`config.mk`:
```
export PLATFORM = sky130hd
export DESIGN_NAME = ppu_row_sequencer
export DESIGN_NICKNAME = d
export VERILOG_FILES = /design/src/rtl/ppu_pkg.sv /design/src/rtl/ppu_seq_watchdog.sv /design/src/rtl/ppu_row_sequencer.sv
export SDC_FILE = /design/constraint.sdc
export NUM_CORES = 1
export LEC_CHECK = 0
export BUFFER_PORTS_ARGS = -buffer_cell sky130_fd_sc_hd__buf_2
export CAP_MARGIN = 0
export CELL_PAD_IN_SITES_DETAIL_PLACEMENT = 0
export CELL_PAD_IN_SITES_GLOBAL_PLACEMENT = 2
export CORE_ASPECT_RATIO = 1.2
export CORE_MARGIN = 8
export CORE_UTILIZATION = 29
export DETAILED_ROUTE_END_ITERATION = 8
export PLACE_DENSITY = 0.87
export SKIP_LAST_GASP = 1
export SLEW_MARGIN = 20
export SYNTH_ARGS = -nofsm -noshare
export SYNTH_HDL_FRONTEND = slang
export SYNTH_SLANG_ARGS = --single-unit
```
`constraint.sdc`:
```
create_clock -name clk -period 2.67 [get_ports clk]
set_input_delay 0.801 -clock clk [delete_from_list [all_inputs] [get_ports clk]]
set_output_delay 0.801 -clock clk [all_outputs]
set_load 0.02 [all_outputs]
```
`src/rtl/ppu_pkg.sv`:
```
// rtl/ppu_pkg.sv - shared types and constants for the PPU row sequencer
package ppu_pkg;

    typedef enum logic [1:0] {
        SEQ_IDLE   = 2'd0,
        SEQ_TILE   = 2'd1,
        SEQ_SPRITE = 2'd2
    } seq_state_t;

    localparam int PATRAM_AW = 12;

    localparam int LAYER_BG = 0;
    localparam int LAYER_FG = 1;
    localparam int LAYER_SP = 2;

endpackage

```
`src/rtl/ppu_seq_watchdog.sv`:
```
// rtl/ppu_seq_watchdog.sv - cycle counter that flags when a render phase overstays its budget
module ppu_seq_watchdog #(
    parameter int TIMEOUT_CYCLES = 1600
) (
    input  logic clk,
    input  logic rst,
    input  logic clr,
    input  logic run,
    output logic expired
);

    localparam int CW = (TIMEOUT_CYCLES > 2) ? $clog2(TIMEOUT_CYCLES) : 1;
    localparam logic [CW-1:0] LAST = CW'(TIMEOUT_CYCLES - 1);

    logic [CW-1:0] count_q;
    logic [CW-1:0] count_d;

    assign expired = run && (count_q == LAST);

    // Holds at the terminal value so the pulse cannot repeat before the owner restarts it
    always_comb begin
        count_d = count_q;
        if (clr) begin
            count_d = '0;
        end else if (run && (count_q != LAST)) begin
            count_d = count_q + 1'b1;
        end
    end

    always_ff @(posedge clk) begin
        if (rst) begin
            count_q <= '0;
        end else begin
            count_q <= count_d;
        end
    end

endmodule

```
`src/rtl/ppu_row_sequencer.sv`:
```
// rtl/ppu_row_sequencer.sv - per-row scheduler: tile engines, then sprite engine, with overrun/timeout status
module ppu_row_sequencer #(
    parameter int TIMEOUT_CYCLES = 1600,
    parameter int OVR_CNT_W      = 8,
    parameter int PATRAM_AW      = ppu_pkg::PATRAM_AW
) (
    input  logic                 clk,
    input  logic                 rst,
    input  logic                 rowram_swap,
    input  logic [2:0]           enable,
    input  logic                 bgte_done,
    input  logic                 fgte_done,
    input  logic                 spre_done,
    input  logic [PATRAM_AW-1:0] bgte_patram_addr,
    input  logic [PATRAM_AW-1:0] spre_patram_addr,
    input  logic                 status_clr,
    output logic                 te_prep,
    output logic                 spre_prep,
    output logic [2:0]           en_snap,
    output logic [PATRAM_AW-1:0] patram_addr_a,
    output logic                 row_busy,
    output logic                 row_done,
    output logic                 overrun,
    output logic                 timeout,
    output logic [OVR_CNT_W-1:0] ovr_count
);

    import ppu_pkg::*;

    seq_state_t           state_q, state_d;
    logic                 te_prep_q, te_prep_d;
    logic                 spre_prep_q, spre_prep_d;
    logic                 row_done_q, row_done_d;
    logic                 row_busy_q, row_busy_d;
    logic [2:0]           en_snap_q, en_snap_d;
    logic                 patram_sel_q, patram_sel_d;
    logic                 bg_f_q, bg_f_d;
    logic                 fg_f_q, fg_f_d;
    logic                 overrun_q, overrun_d;
    logic                 timeout_q, timeout_d;
    logic [OVR_CNT_W-1:0] ovr_count_q, ovr_count_d;
    logic [OVR_CNT_W-1:0] ovr_base;

    logic busy;
    logic bg_ok;
    logic fg_ok;
    logic wd_clr;
    logic wd_expired;
    logic timeout_evt;
    logic ovr_evt;

    assign busy  = (state_q != SEQ_IDLE);
    assign bg_ok = bg_f_q || bgte_done || !en_snap_q[LAYER_BG];
    assign fg_ok = fg_f_q || fgte_done || !en_snap_q[LAYER_FG];

    ppu_seq_watchdog #(
        .TIMEOUT_CYCLES(TIMEOUT_CYCLES)
    ) u_watchdog (
        .clk    (clk),
        .rst    (rst),
        .clr    (wd_clr),
        .run    (busy),
        .expired(wd_expired)
    );

    always_comb begin
        state_d      = state_q;
        te_prep_d    = 1'b0;
        spre_prep_d  = 1'b0;
        row_done_d   = 1'b0;
        en_snap_d    = en_snap_q;
        patram_sel_d = patram_sel_q;
        bg_f_d       = bg_f_q;
        fg_f_d       = fg_f_q;
        wd_clr       = 1'b0;
        timeout_evt  = 1'b0;
        ovr_evt      = 1'b0;

        // A swap restarts the row from any state; done pulses in this cycle belong to the old row
        if (rowram_swap) begin
            state_d      = SEQ_TILE;
            te_prep_d    = 1'b1;
            en_snap_d    = enable;
            patram_sel_d = 1'b0;
            bg_f_d       = 1'b0;
            fg_f_d       = 1'b0;
            wd_clr       = 1'b1;
            ovr_evt      = busy;
        end else begin
            case (state_q)
                SEQ_TILE: begin
                    bg_f_d = bg_f_q || bgte_done;
                    fg_f_d = fg_f_q || fgte_done;
                    if (bg_ok && fg_ok) begin
                        state_d      = SEQ_SPRITE;
                        spre_prep_d  = 1'b1;
                        patram_sel_d = 1'b1;
                        wd_clr       = 1'b1;
                    end else if (wd_expired) begin
                        state_d     = SEQ_IDLE;
                        timeout_evt = 1'b1;
                    end
                end
                SEQ_SPRITE: begin
                    if (spre_done || !en_snap_q[LAYER_SP]) begin
                        state_d    = SEQ_IDLE;
                        row_done_d = 1'b1;
                    end else if (wd_expired) begin
                        state_d     = SEQ_IDLE;
                        timeout_evt = 1'b1;
                    end
                end
                default: begin
                    state_d = SEQ_IDLE;
                end
            endcase
        end

        row_busy_d = (state_d != SEQ_IDLE);

        // Clear first, then let a same-cycle event re-assert the status
        ovr_base    = status_clr ? '0 : ovr_count_q;
        ovr_count_d = ovr_base;
        if (ovr_evt && (ovr_base != {OVR_CNT_W{1'b1}})) begin
            ovr_count_d = ovr_base + 1'b1;
        end
        overrun_d = (overrun_q && !status_clr) || ovr_evt;
        timeout_d = (timeout_q && !status_clr) || timeout_evt;
    end

    always_ff @(posedge clk) begin
        if (rst) begin
            state_q      <= SEQ_IDLE;
            te_prep_q    <= 1'b0;
            spre_prep_q  <= 1'b0;
            row_done_q   <= 1'b0;
            row_busy_q   <= 1'b0;
            en_snap_q    <= 3'b000;
            patram_sel_q <= 1'b0;
            bg_f_q       <= 1'b0;
            fg_f_q       <= 1'b0;
            overrun_q    <= 1'b0;
            timeout_q    <= 1'b0;
            ovr_count_q  <= '0;
        end else begin
            state_q      <= state_d;
            te_prep_q    <= te_prep_d;
            spre_prep_q  <= spre_prep_d;
            row_done_q   <= row_done_d;
            row_busy_q   <= row_busy_d;
            en_snap_q    <= en_snap_d;
            patram_sel_q <= patram_sel_d;
            bg_f_q       <= bg_f_d;
            fg_f_q       <= fg_f_d;
            overrun_q    <= overrun_d;
            timeout_q    <= timeout_d;
            ovr_count_q  <= ovr_count_d;
        end
    end

    assign patram_addr_a = patram_sel_q ? spre_patram_addr : bgte_patram_addr;
    assign te_prep       = te_prep_q;
    assign spre_prep     = spre_prep_q;
    assign row_done      = row_done_q;
    assign row_busy      = row_busy_q;
    assign en_snap       = en_snap_q;
    assign overrun       = overrun_q;
    assign timeout       = timeout_q;
    assign ovr_count     = ovr_count_q;

endmodule

```
==> insert_results.sql <==
INSERT INTO impl_metrics (metric_group, metric, value, unit) VALUES
('drt', 'drt-vias-per-instance', '4.70', ''),
('clocking', 'clk_path_buf_depth', '2', ''),
('power', 'pwr_dens', '493', 'nW/µm²'),
('drt', 'drt-initial-drc-count', '66', ''),
('place', 'place_congestion', '0.785', ''),
('floorplanning', 'fp-row-count', '31', ''),
('floorplanning', 'starting_density_of_the_core', '29.7', '%'),
('critical_path', 'worst-path-buf-inv', '1', ''),
('drt', 'routed_wire_length_per_instance', '13.3', 'µm'),
('logic_synthesis', 'yosys_most_used_dff', 'sky130_fd_sc_hd__dfxtp_1', ''),
('logic_synthesis', 'synthesis.nets', '223', ''),
('layout', 'layout.cell_area.non_filler', '2290', 'µm²'),
('clocking', 'ctsHoldBuffers', '0', ''),
('floorplanning', 'fp.dieW', '87.7', 'µm'),
('power', 'power.static_leakage', '0.960', 'nW'),
('logic_synthesis', 'synth_seq_cells', '33', ''),
('clocking', 'clk_transition_reported_paths', '0.07', 'ns'),
('drt', 'post-route-drc-count', '0', ''),
('power', 'peakVddDrop', '240', 'µV'),
('grt', 'grt.total_usage', '10.2', '%'),
('drt', 'detailroute.via_count', '1551', ''),
('timing', 'worst_margin_slew', '0.537', 'ns'),
('logic_synthesis', 'yosys_warnings', '0', ''),
('critical_path', 'critPathSlowestCell', 'sky130_fd_sc_hd__dfxtp_1', ''),
('timing', 'slew_headroom', '64.2', '%'),
('clocking', 'clk_root_buffer_cell', 'sky130_fd_sc_hd__clkbuf_8', ''),
('drt', 'drtPass1Iterations', '4', ''),
('timing', 'worst_clock_skew', '0.00736', 'ns'),
('place', 'placed_area', '2170', 'µm²'),
('critical_path', 'crit_chain', 'mux2_2 > buf_2', ''),
('timing', 'finalMaxSlewViolations', '0', ''),
('floorplanning', 'die_h', '102', 'µm'),
('logic_synthesis', 'syn-mean-instance-area', '9.72', 'µm²'),
('timing', 'hold_violation_total_from_the_final_report', '0', ''),
('critical_path', 'crit_fanout', '13', ''),
('floorplanning', 'die_outline_area', '8940', 'µm²'),
('clocking', 'worst_skew_pair.late_latency', '0.29', 'ns'),
('critical_path', 'worst_path_dominant_cell_family', 'flip-flops', ''),
('timing', 'period_share', '86.3', '%'),
('place', 'detailed_place_hpwl', '3410', 'µm'),
('layout', 'number_of_filler_cells_placed_in_the_layout', '620', ''),
('clocking', 'cts_made_buffers', '5', ''),
('grt', 'grt_pass1_vias', '1530', ''),
('critical_path', 'critical-path-max-stage-delay', '0.66', 'ns'),
('timing', 'final_period_minus_worst_setup_slack', '2.30', 'ns'),
('timing', 'fin_tns_setup', '0', 'ns'),
('critical_path', 'timing.critical_path.from_type', 'flop', ''),
('logic_synthesis', 'yosysSeqAreaShare', '36.9', '%'),
('timing', 'unrepaired_setup_endpoints_after_global_routing', 'false', ''),
('layout', 'syn2layout_area_growth', '27.9', '%'),
('grt', 'grt-ovfl-total', '0', ''),
('critical_path', 'worstPathArrival', '1.50', 'ns'),
('run', 'max_cap_violations', '0', ''),
('critical_path', 'path_class', 'flop to primary output', ''),
('logic_synthesis', 'synth_cell_type_count', '51', ''),
('floorplanning', 'area_of_the_core', '6010', 'µm²'),
('grt', 'grt_start_max_net_pins', '19', ''),
('logic_synthesis', 'synth.cell_area', '1790', 'µm²'),
('grt', 'antenna_violations_before_repair', '0', ''),
('critical_path', 'setup.worst_path.end_class', 'primary output', ''),
('logic_synthesis', 'synthArstFlopShare', '0', '%'),
('drt', 'antenna_violating_nets_post_route', '0', ''),
('grt', 'grt_pass1_wl', '7230', 'µm'),
('place', 'buffer_ports.inserted', '62', ''),
('clocking', 'post-cts-setup-buffer-count', '0', ''),
('timing', 'max_clock_freq', '434', 'MHz'),
('floorplanning', 'ioPinCount', '63', ''),
('logic_synthesis', 'synthCells', '184', ''),
('clocking', 'cts-htree-levels', '2', ''),
('critical_path', 'critical_path_required', '1.87', 'ns'),
('timing', 'finalSetupViolations', '0', ''),
('clocking', 'cts_tree', 'yes', ''),
('run_status', 'status', 'complete, no violations', ''),
('drt', 'wl', '4390', 'µm'),
('clocking', 'post_cts_resized', '0', ''),
('min_path', 'hold_path_class', 'flop to flop', ''),
('layout', 'n_antenna_cell', '0', ''),
('logic_synthesis', 'post_synth_edffs', '0', ''),
('clocking', 'clock_sink_count', '33', ''),
('layout', 'layout-drive-gt1-share', '36.7', '%'),
('layout', 'finish.net_count', '286', '');
[final timing paths]
path | startpoint | end | slack [ns] | cells past startpoint
setup / recovery | patram_sel_q | patram_addr_a[3] | 0.37 | 2
hold / removal | bg_f_q | bg_f_q | 0.47 | 2
setup reg to reg | state_q[0] | row_busy | 0.81 | 6
hold reg to reg | bg_f_q | bg_f_q | 0.47 | 2
[cells by family (layout without fill, tap and decap cells)]
group	count (synthesis)	in the layout	synth area share, %
compound gates	32	32	14.4
xor+xnor	11	11	5.39
fa+ha+maj	5	5	3.50
buf+inv	17	81	4.06
flops	33	33	36.9
mux	17	17	10.4
simple gates	69	69	25.3
[cell usage after synthesis (all sizes together), types with 2 or more instances]
| cell | count | area share [%] |
|---|---|---|
| mux2 | 12 | 7.6 |
| nand3 | 3 | 0.84 |
| ha | 5 | 3.5 |
| nor2b | 5 | 1.7 |
| buf | 3 | 1.1 |
| nand2b | 2 | 0.70 |
| a21oi | 9 | 2.5 |
| mux2i | 5 | 2.8 |
| nand4b | 2 | 1.8 |
| nor2 | 23 | 4.8 |
| or3 | 2 | 0.70 |
| o41ai | 2 | 2.4 |
| clkbuf | 3 | 0.63 |
| xnor2 | 6 | 2.9 |
| and4b | 3 | 1.7 |
| nor3 | 2 | 0.56 |
| o31ai | 2 | 0.84 |
| xor2 | 5 | 2.4 |
| inv | 11 | 2.3 |
| nand2 | 8 | 1.7 |
| a211oi | 5 | 2.1 |
| nand4bb | 2 | 2.2 |
| nand3b | 3 | 1.3 |
| nor4 | 3 | 1.4 |
| dfxtp | 33 | 37 |
| o21ai | 6 | 1.7 |
| nand4 | 2 | 1.5 |
[worst reg2reg max path, stage by stage (launching register included)]
cell                       delay [ns]
sky130_fd_sc_hd__dfxtp_1         0.36
sky130_fd_sc_hd__inv_1           0.07
sky130_fd_sc_hd__ha_1            0.31
sky130_fd_sc_hd__nand2b_1        0.24
sky130_fd_sc_hd__nor4_2          0.33
sky130_fd_sc_hd__o21ai_0         0.17
sky130_fd_sc_hd__a31o_1          0.26
[layer usage]
metal | wire, µm | GRT usage [%] | share of wire (%)
met5 | 0 | 0 | 0
met4 | 78 | 5.04 | 1.8
met3 | 304 | 3.70 | 6.9
met2 | 2240 | 17.5 | 51
met1 | 1760 | 10.9 | 40
[through the flow]
step	setup WS [ns]	hold WS, ns	instances	utilization (%)	power (mW)
after floorplan	0.528	0.438	184	-	0.601
after global placement	0.363	0.450	322	36.1	0.652
after detailed placement	0.322	0.461	322	36.1	0.653
after CTS	0.342	0.478	330	38.0	1.15
after global routing	0.249	0.519	330	38.0	1.19
final	0.366	0.475	330	38.0	1.13
[area by class of cell]
cell class,count,area [µm²],area share (%)
multi-input cells,134,1050,46.1
flip-flops and latches,33,661,28.9
repair buffers,62,310,13.6
well taps,82,103,4.49
clock buffers,7,86.3,3.78
inverters,11,41.3,1.81
clock inverters,1,30.0,1.31
[cell usage in the layout, fill, tap and decap left out, drive strengths merged, types with 2 or more instances in the layout]
cell      n
or3       2
mux2i     5
nand4b    2
nor2     23
dfxtp    33
nor2b     5
nor3      2
a21oi     9
inv      11
xnor2     6
clkbuf    7
ha        5
o31ai     2
mux2     12
nand3b    3
and4b     3
nand4bb   2
nand2b    2
o21ai     6
nor4      3
o41ai     2
xor2      5
buf      62
nand3     3
nand2     8
nand4     2
a211oi    5
[state kept, by name, indices dropped and copies added, names as in the netlist]
register            count
timeout                 1
row_busy                1
bg_f_q                  1
row_done                1
ovr_count               8
state_q                 2
fg_f_q                  1
en_snap                 3
u_watchdog.count_q     11
spre_prep               1
te_prep                 1
overrun                 1
patram_sel_q            1
[report_power, final]
part	internal (mW)	leakage, nW	total, mW	switching, mW
Clock	0.304	0.0585	0.488	0.184
Sequential	0.501	0.268	0.509	0.00759
Combinational	0.0584	0.634	0.130	0.0718
Total	0.864	0.960	1.13	0.263
No activity file was read; power rests on OpenSTA's default activity.
